==> src/rtl/fifo_sync.sv <==
`default_nettype none
// ============================================================================
// Module   : fifo_sync
// Purpose  : Single-clock first-word-fall-through FIFO with valid/ready
//            handshakes on both sides. It buffers words between a producer
//            and a consumer that run on the same clock.
// Ports    : C           - clock, rising edge active
//            R           - asynchronous active-low reset
//            in_data     - write word
//            in_valid    - producer offers in_data
//            in_ready    - FIFO can accept a word (not full)
//            out_data    - head word, meaningful while out_valid=1
//            out_valid   - FIFO holds at least one word
//            out_ready   - consumer takes the head word
//            level       - current occupancy, 0..DEPTH
//            almost_full - level >= AF_LEVEL
// Revision : 1.0 - initial release
// ============================================================================
module fifo_sync #(
  parameter int WIDTH    = 8,
  parameter int AW       = 4,
  parameter int AF_LEVEL = 12
) (
  input  logic             C,
  input  logic             R,
  input  logic [WIDTH-1:0] in_data,
  input  logic             in_valid,
  output logic             in_ready,
  output logic [WIDTH-1:0] out_data,
  output logic             out_valid,
  input  logic             out_ready,
  output logic [AW:0]      level,
  output logic             almost_full
);

  localparam int DEPTH = 1 << AW;

  // Occupancy value meaning "full": only the MSB of the count set.
  localparam logic [AW:0] FULL_COUNT = {1'b1, {AW{1'b0}}};
  localparam logic [AW:0] AF_COUNT   = (AW+1)'(AF_LEVEL);
  localparam logic [AW:0] ONE_COUNT  = (AW+1)'(1);
  localparam logic [AW-1:0] ONE_PTR  = AW'(1);

  // Storage carries no reset so it can map onto plain RAM/DFF cells.
  logic [WIDTH-1:0] mem [DEPTH];

  logic [AW-1:0] wr_ptr;
  logic [AW-1:0] rd_ptr;
  logic [AW:0]   count;

  logic push;
  logic pop;

  // Handshake flags are decoded only from the registered count, so there is
  // no combinational path from in_valid/out_ready to in_ready/out_valid.
  assign in_ready    = (count != FULL_COUNT);
  assign out_valid   = (count != '0);
  assign level       = count;
  assign almost_full = (count >= AF_COUNT);

  assign push = in_valid & in_ready;
  assign pop  = out_valid & out_ready;

  // Fall-through read: the head word is visible as soon as it is stored.
  assign out_data = mem[rd_ptr];

  always_ff @(posedge C) begin
    if (push) begin
      mem[wr_ptr] <= in_data;
    end
  end

  // Pointers wrap naturally modulo DEPTH because they are exactly AW bits.
  always_ff @(posedge C or negedge R) begin
    if (!R) begin
      wr_ptr <= '0;
      rd_ptr <= '0;
      count  <= '0;
    end else begin
      if (push) begin
        wr_ptr <= wr_ptr + ONE_PTR;
      end
      if (pop) begin
        rd_ptr <= rd_ptr + ONE_PTR;
      end
      case ({push, pop})
        2'b10:   count <= count + ONE_COUNT;
        2'b01:   count <= count - ONE_COUNT;
        default: count <= count;
      endcase
    end
  end

endmodule
`default_nettype wire

==> config.mk <==
export PLATFORM = sky130hd
export DESIGN_NAME = fifo_sync
export DESIGN_NICKNAME = d
export VERILOG_FILES = /design/src/rtl/fifo_sync.sv
export SDC_FILE = /design/constraint.sdc
export NUM_CORES = 1
export LEC_CHECK = 0
export CORE_AREA = 2 2 159 130
export CTS_CLUSTER_SIZE = 16
export DETAILED_ROUTE_END_ITERATION = 6
export DIE_AREA = 0 0 161 132
export SETUP_SLACK_MARGIN = 0.02
export SYNTH_ARGS = -nofsm -noshare
export SYNTH_HDL_FRONTEND = slang
export SYNTH_SLANG_ARGS = --single-unit
export TNS_END_PERCENT = 100
==> constraint.sdc <==
create_clock -name C -period 6.8 [get_ports C]
set_input_delay 1.02 -clock C [delete_from_list [all_inputs] [get_ports C]]
set_output_delay 1.02 -clock C [all_outputs]
set_load 0.02 [all_outputs]
Word-level counts from Yosys, hierarchy flattened
Memory sizes are Yosys's and may differ from the RTL's.
Index checks and enable logic that the tools add are counted.
{"block": "word_totals", "regBits": 13, "latch_bits": 0, "ram_bits": 128, "mem_bits_ro": 0, "out_inout_bits": 16, "word_cells": 19, "mem_count": 1}
{"name": "mem", "depth": 16, "word_bits": 8, "rd": 1, "rd_clocked_by_memory_dff": 0, "wr": 1, "line_no": "45", "source": "logic [WIDTH-1:0] mem [DEPTH];"}
{"block": "op_classes", "add_sub_neg": 4, "n_mul": 0, "div_mod_pow": 0, "order_cmp": 1, "n_eq_ne": 3, "n_shift": 0, "mux": 3, "n_bitwise": 2, "n_reduce_logical": 2}
{"cell": "5-bit one-hot mux with 2 select lines", "n": 1}
{"cell": "4-bit by 1-bit adder with 4-bit output (second input constant)", "n": 2}
{"cell": "5-bit by 1-bit adder with 5-bit output (second input constant)", "n": 1}
{"cell": "5-bit by 4-bit >= comparator with 1-bit output (second input constant)", "n": 1}
{"cell": "5-bit inequality test (second input constant)", "n": 1}
{"cell": "5-bit nonzero test", "n": 1}
{"cell": "5-bit by 1-bit subtractor with 5-bit output (second input constant)", "n": 1}
{"cell": "1-bit bitwise AND", "n": 2}
{"cell": "2-bit by 1-bit equality test with 1-bit output (second input constant)", "n": 1}
{"cell": "2-bit equality test (second input constant)", "n": 1}
{"cell": "1-bit two-way mux", "n": 2}
{"cell": "2-bit nonzero test", "n": 1}

Longest topological paths before layout
{"block": "depth", "word_depth": 4, "ltp_mapped": 13, "ltp_nobuf": 12}

Worst setup path after synthesis
OpenSTA, ideal clock, no wires.
{"block": "synth_timing", "path_type": "flip-flop to flip-flop", "from": "reg count[1], in the netlist level[1]", "to": "reg count[4], in the netlist level[4]", "setup_time_ns": 0.131, "arrival_ns": 2.811, "slack_ns": 3.857, "stages_incl_launch_ff": 14, "n_path_buf": 1, "period_less_slack_ns": 2.943, "cell_sequence": "dfrtp_1 -> nor4_2 -> nand2_1 -> and2_1 -> buf_4 -> inv_1 -> ha_1 -> inv_1 -> fa_1 -> nor2b_1 -> o21ai_0 -> nand3_1 -> or3b_1 -> xnor2_1"}
{"block": "synth_between", "elab_chain_len": 4, "word_cells_on_any_way": 10}
{"item": "start, declared", "line_no": "49", "source": "logic [AW:0] count;"}
{"item": "start signal, assigned", "line_no": "87", "source": "2'b10: count <= count + ONE_COUNT;"}
{"item": "start signal, assigned", "line_no": "88", "source": "2'b01: count <= count - ONE_COUNT;"}
{"item": "start signal, assigned", "line_no": "89", "source": "default: count <= count;"}
{"item": "5-bit inequality test *", "line_no": "56", "source": "assign in_ready = (count != FULL_COUNT);"}
{"item": "named net in_ready", "line_no": "28", "source": "output logic in_ready,"}
{"item": "1-bit bitwise AND *", "line_no": "61", "source": "assign push = in_valid & in_ready;"}
{"item": "2-bit by 1-bit equality test with 1-bit output or 2-bit equality test (tied branches)", "line_no": "86", "source": "case ({push, pop})"}
{"item": "5-bit one-hot mux with 2 select lines or 2-bit nonzero test (tied branches)"}
Mark *: on every way through the listed nets, which the timed path passes. The rest lies on a longest branch.
A chain may end at the register's enable or synchronous reset.

Final worst setup path
{"block": "layout_timing", "from": "reg rd_ptr[1]", "to": "out out_data[5]"}
{"block": "layout_between", "elab_chain_len": 1}
{"item": "start, declared", "line_no": "48", "source": "logic [AW-1:0] rd_ptr;"}
{"item": "start signal, assigned", "line_no": "84", "source": "rd_ptr <= rd_ptr + ONE_PTR;"}
{"item": "memory read 16 x 8 bit"}
{"item": "end, declared", "line_no": "29", "source": "output logic [WIDTH-1:0] out_data,"}
Every way passes these cells.

==> flow_summary.json <==
{
  "outcome": "completed",
  "use_met2_pct": 17.5,
  "hold_violations": 0,
  "antenna_left": 0,
  "diodes": 0,
  "clock-root-buffer": "clkbuf_16",
  "synth_top_area_cell": "edfxtp_1",
  "numClockSinks": 141,
  "grt_util_met1_pct": 15.2,
  "cts-hold-fix-buffers": 0,
  "top_usage_layer": "met2",
  "syn_nets": 354,
  "post-route-period-util_pct": 64.9,
  "synth_top_area_share_pct": 66.4,
  "postSynthCellCount": 332,
  "cts_setup_buffers": 0,
  "critical_path_arrival_ns": 3.39,
  "insertion_delay_ns": 0.41,
  "synth.area.top_cells": "edfxtp_1 66%, mux4_2 6.2%, dfrtp_1 5.6%",
  "via_count": 2975,
  "start_util_pct": 29.6,
  "max-cap-violations": 0,
  "ys_types": 34,
  "dp_hpwl_mm": 7.69,
  "antenna_found_initial": 0,
  "drv_slew": 0,
  "cts_tree": "done",
  "port_buffers": 27,
  "hold_path_depth": 1,
  "routed_wl_mm": 11.4,
  "skew_ns": 0.00621,
  "hold_ws_ns": 0.537,
  "drt_iter0_drc": 326,
  "gp_congestion": 0.807,
  "relSlewSlack_pct": 16.5,
  "cp-end-kind": "output port",
  "tightest_slew_ns": 1.24,
  "area_delta_synth_final_pct": 18.2,
  "start_kind": "register",
  "fin_nets": 383,
  "met3_usage_pct": 3.21,
  "powerDensity_nw_per_um2": 445,
  "cts_resized": 0,
  "io-pin-count": 28,
  "ctsLongestPathBuffers": 2,
  "required_ns": 5.78,
  "setup_violations": 0,
  "crit_fanout": 21,
  "grt_usage_pct": 11.4,
  "yosysMostFrequentCell": "edfxtp_1",
  "die_w_um": 161,
  "avgSynthCellArea_um2": 17.4,
  "irDropWorstVdd_mv": 0.260,
  "dieArea_um2": 21300,
  "placement_rows": 46,
  "route.detailed.drc": 0,
  "drive_gt1_share_pct": 16.0,
  "cts_buffers": 17,
  "leakage_uw": 0.00231,
  "grt_max_degree": 31,
  "crit_type": "register to output port",
  "synth_enable_flop_cells": 128,
  "overflow": 0,
  "multi_input_area_um2": 1470,
  "clk_pin_slew_ns": 0.06,
  "ys_ff_latch": 141,
  "routed_via_density": 4.66,
  "yosysSeqAreaShare_pct": 72.0,
  "worst-r2r-cell-count": 12,
  "core_um2": 19600,
  "firstDrtPassIters": 4,
  "max_freq_mhz": 227,
  "worstHoldPathType": "register to register",
  "wire_per_inst_um": 17.9,
  "ys.flop_type": "edfxtp_1",
  "syn_area_um2": 5790,
  "die_height_um": 132,
  "grt_pass1_vias": 3073,
  "synth_warnings": 0,
  "htree_levels": 4,
  "rsz0062_at_grt": "false",
  "finalSetupTns_ns": 0,
  "synth-async-reset-ratio_pct": 9.22,
  "filler_cell_count": 1859,
  "regArea_um2": 4170,
  "yosys-top-cells-count": "128 x edfxtp_1, 25 x mux2i_1, 20 x o21ai_0",
  "grt_pass1_wl_mm": 18.1,
  "period_needed_ns": 4.41
}
-- per-layer routing --
layer	part of all wire, %	vias to the layer above
met2	47	63
li1	-	1354
met3	3.8	16
met4	2.0	0
met5	0	-
met1	47	1542
-- power breakdown --
| group | internal, uW | switching (uW) |
|---|---|---|
| Combinational | 439 | 512 |
| Sequential | 1070 | 141 |
| Clock | 539 | 348 |
| Total | 2040 | 1000 |
-- registers in the layout (all words and copies together) (netlist names) --
| name | cells |
|---|---|
| level | 5 |
| rd_ptr | 4 |
| mem | 128 |
| wr_ptr | 4 |
-- cell usage in the layout, fill, tap and decap left out, types with 2 or more instances in the layout --
cell type          n
mux4_2            16
ha_1               9
nand2_1           18
clkinv_4           3
xor2_1             3
xnor2_1            7
bufinv_16          2
clkdlybuf4s50_1   27
edfxtp_1         128
and2_1             2
o21ai_0           20
nor2_1            12
dfrtp_1           12
nand2b_1           3
a21oi_1           10
mux2_2             8
mux2i_1           25
nand3_1            2
clkbuf_16         17
clkinv_1           3
nor2b_1            2
a221oi_1           8
inv_6              3
clkinv_2           2
nor3_1             3
a22oi_1            8
inv_1              7
-- final timing paths --
path	startpoint	endpoint	slack (ns)
setup / recovery	rd_ptr[1]	out_data[5]	2.39
setup reg to reg	level[0]	level[4]	3.87
hold / removal	level[4]	level[4]	0.54
min in group asynchronous	R	level[0]	0.99
hold reg to reg	level[4]	level[4]	0.54
max in group asynchronous	R	rd_ptr[0]	5.37
-- cells by family after synthesis --
group,count (synthesis),synth area share (%)
XOR/XNOR,10,1.51
AND/OR/NAND/NOR,48,4.04
flip-flops,141,72.0
AO/OA/AOI/OAI,48,5.12
adder cells (fa/ha/maj),10,2.29
buffers and inverters,25,2.68
multiplexers,50,12.4
-- metrics by stage --
step / total power (uW) / area (um2) / setup slack [ns] / cells / util (%)
global route: 3190 / 6850 / 2.17 / 638 / 35.0
CTS: 3070 / 6840 / 2.36 / 638 / 35.0
floorplan: 1860 / 5790 / 3.86 / 332 / -
global placement: 2150 / 6270 / 2.91 / 606 / 32.0
detailed placement: 2180 / 6270 / 2.83 / 606 / 32.0
finish: 3050 / 6850 / 2.39 / 638 / 35.0
-- cell type report --
| cell class | count | area share [%] |
|---|---|---|
| clock buffer | 18 | 6.27 |
| tap | 264 | 4.82 |
| inverter | 7 | 0.384 |
| timing repair buffer | 28 | 4.06 |
| sequential | 141 | 60.9 |
| multi-input combinational | 166 | 21.5 |
| clock inverter | 14 | 2.07 |
-- worst max-delay path, stage by stage (launching register included) --
cell and delay, ns:
dfrtp_1 0.74, nor2b_1 1.04, a221oi_1 0.32, a22oi_1 0.25, nand2_1 0.07, clkdlybuf4s50_1 0.55
No activity file was read; power rests on OpenSTA's default activity.
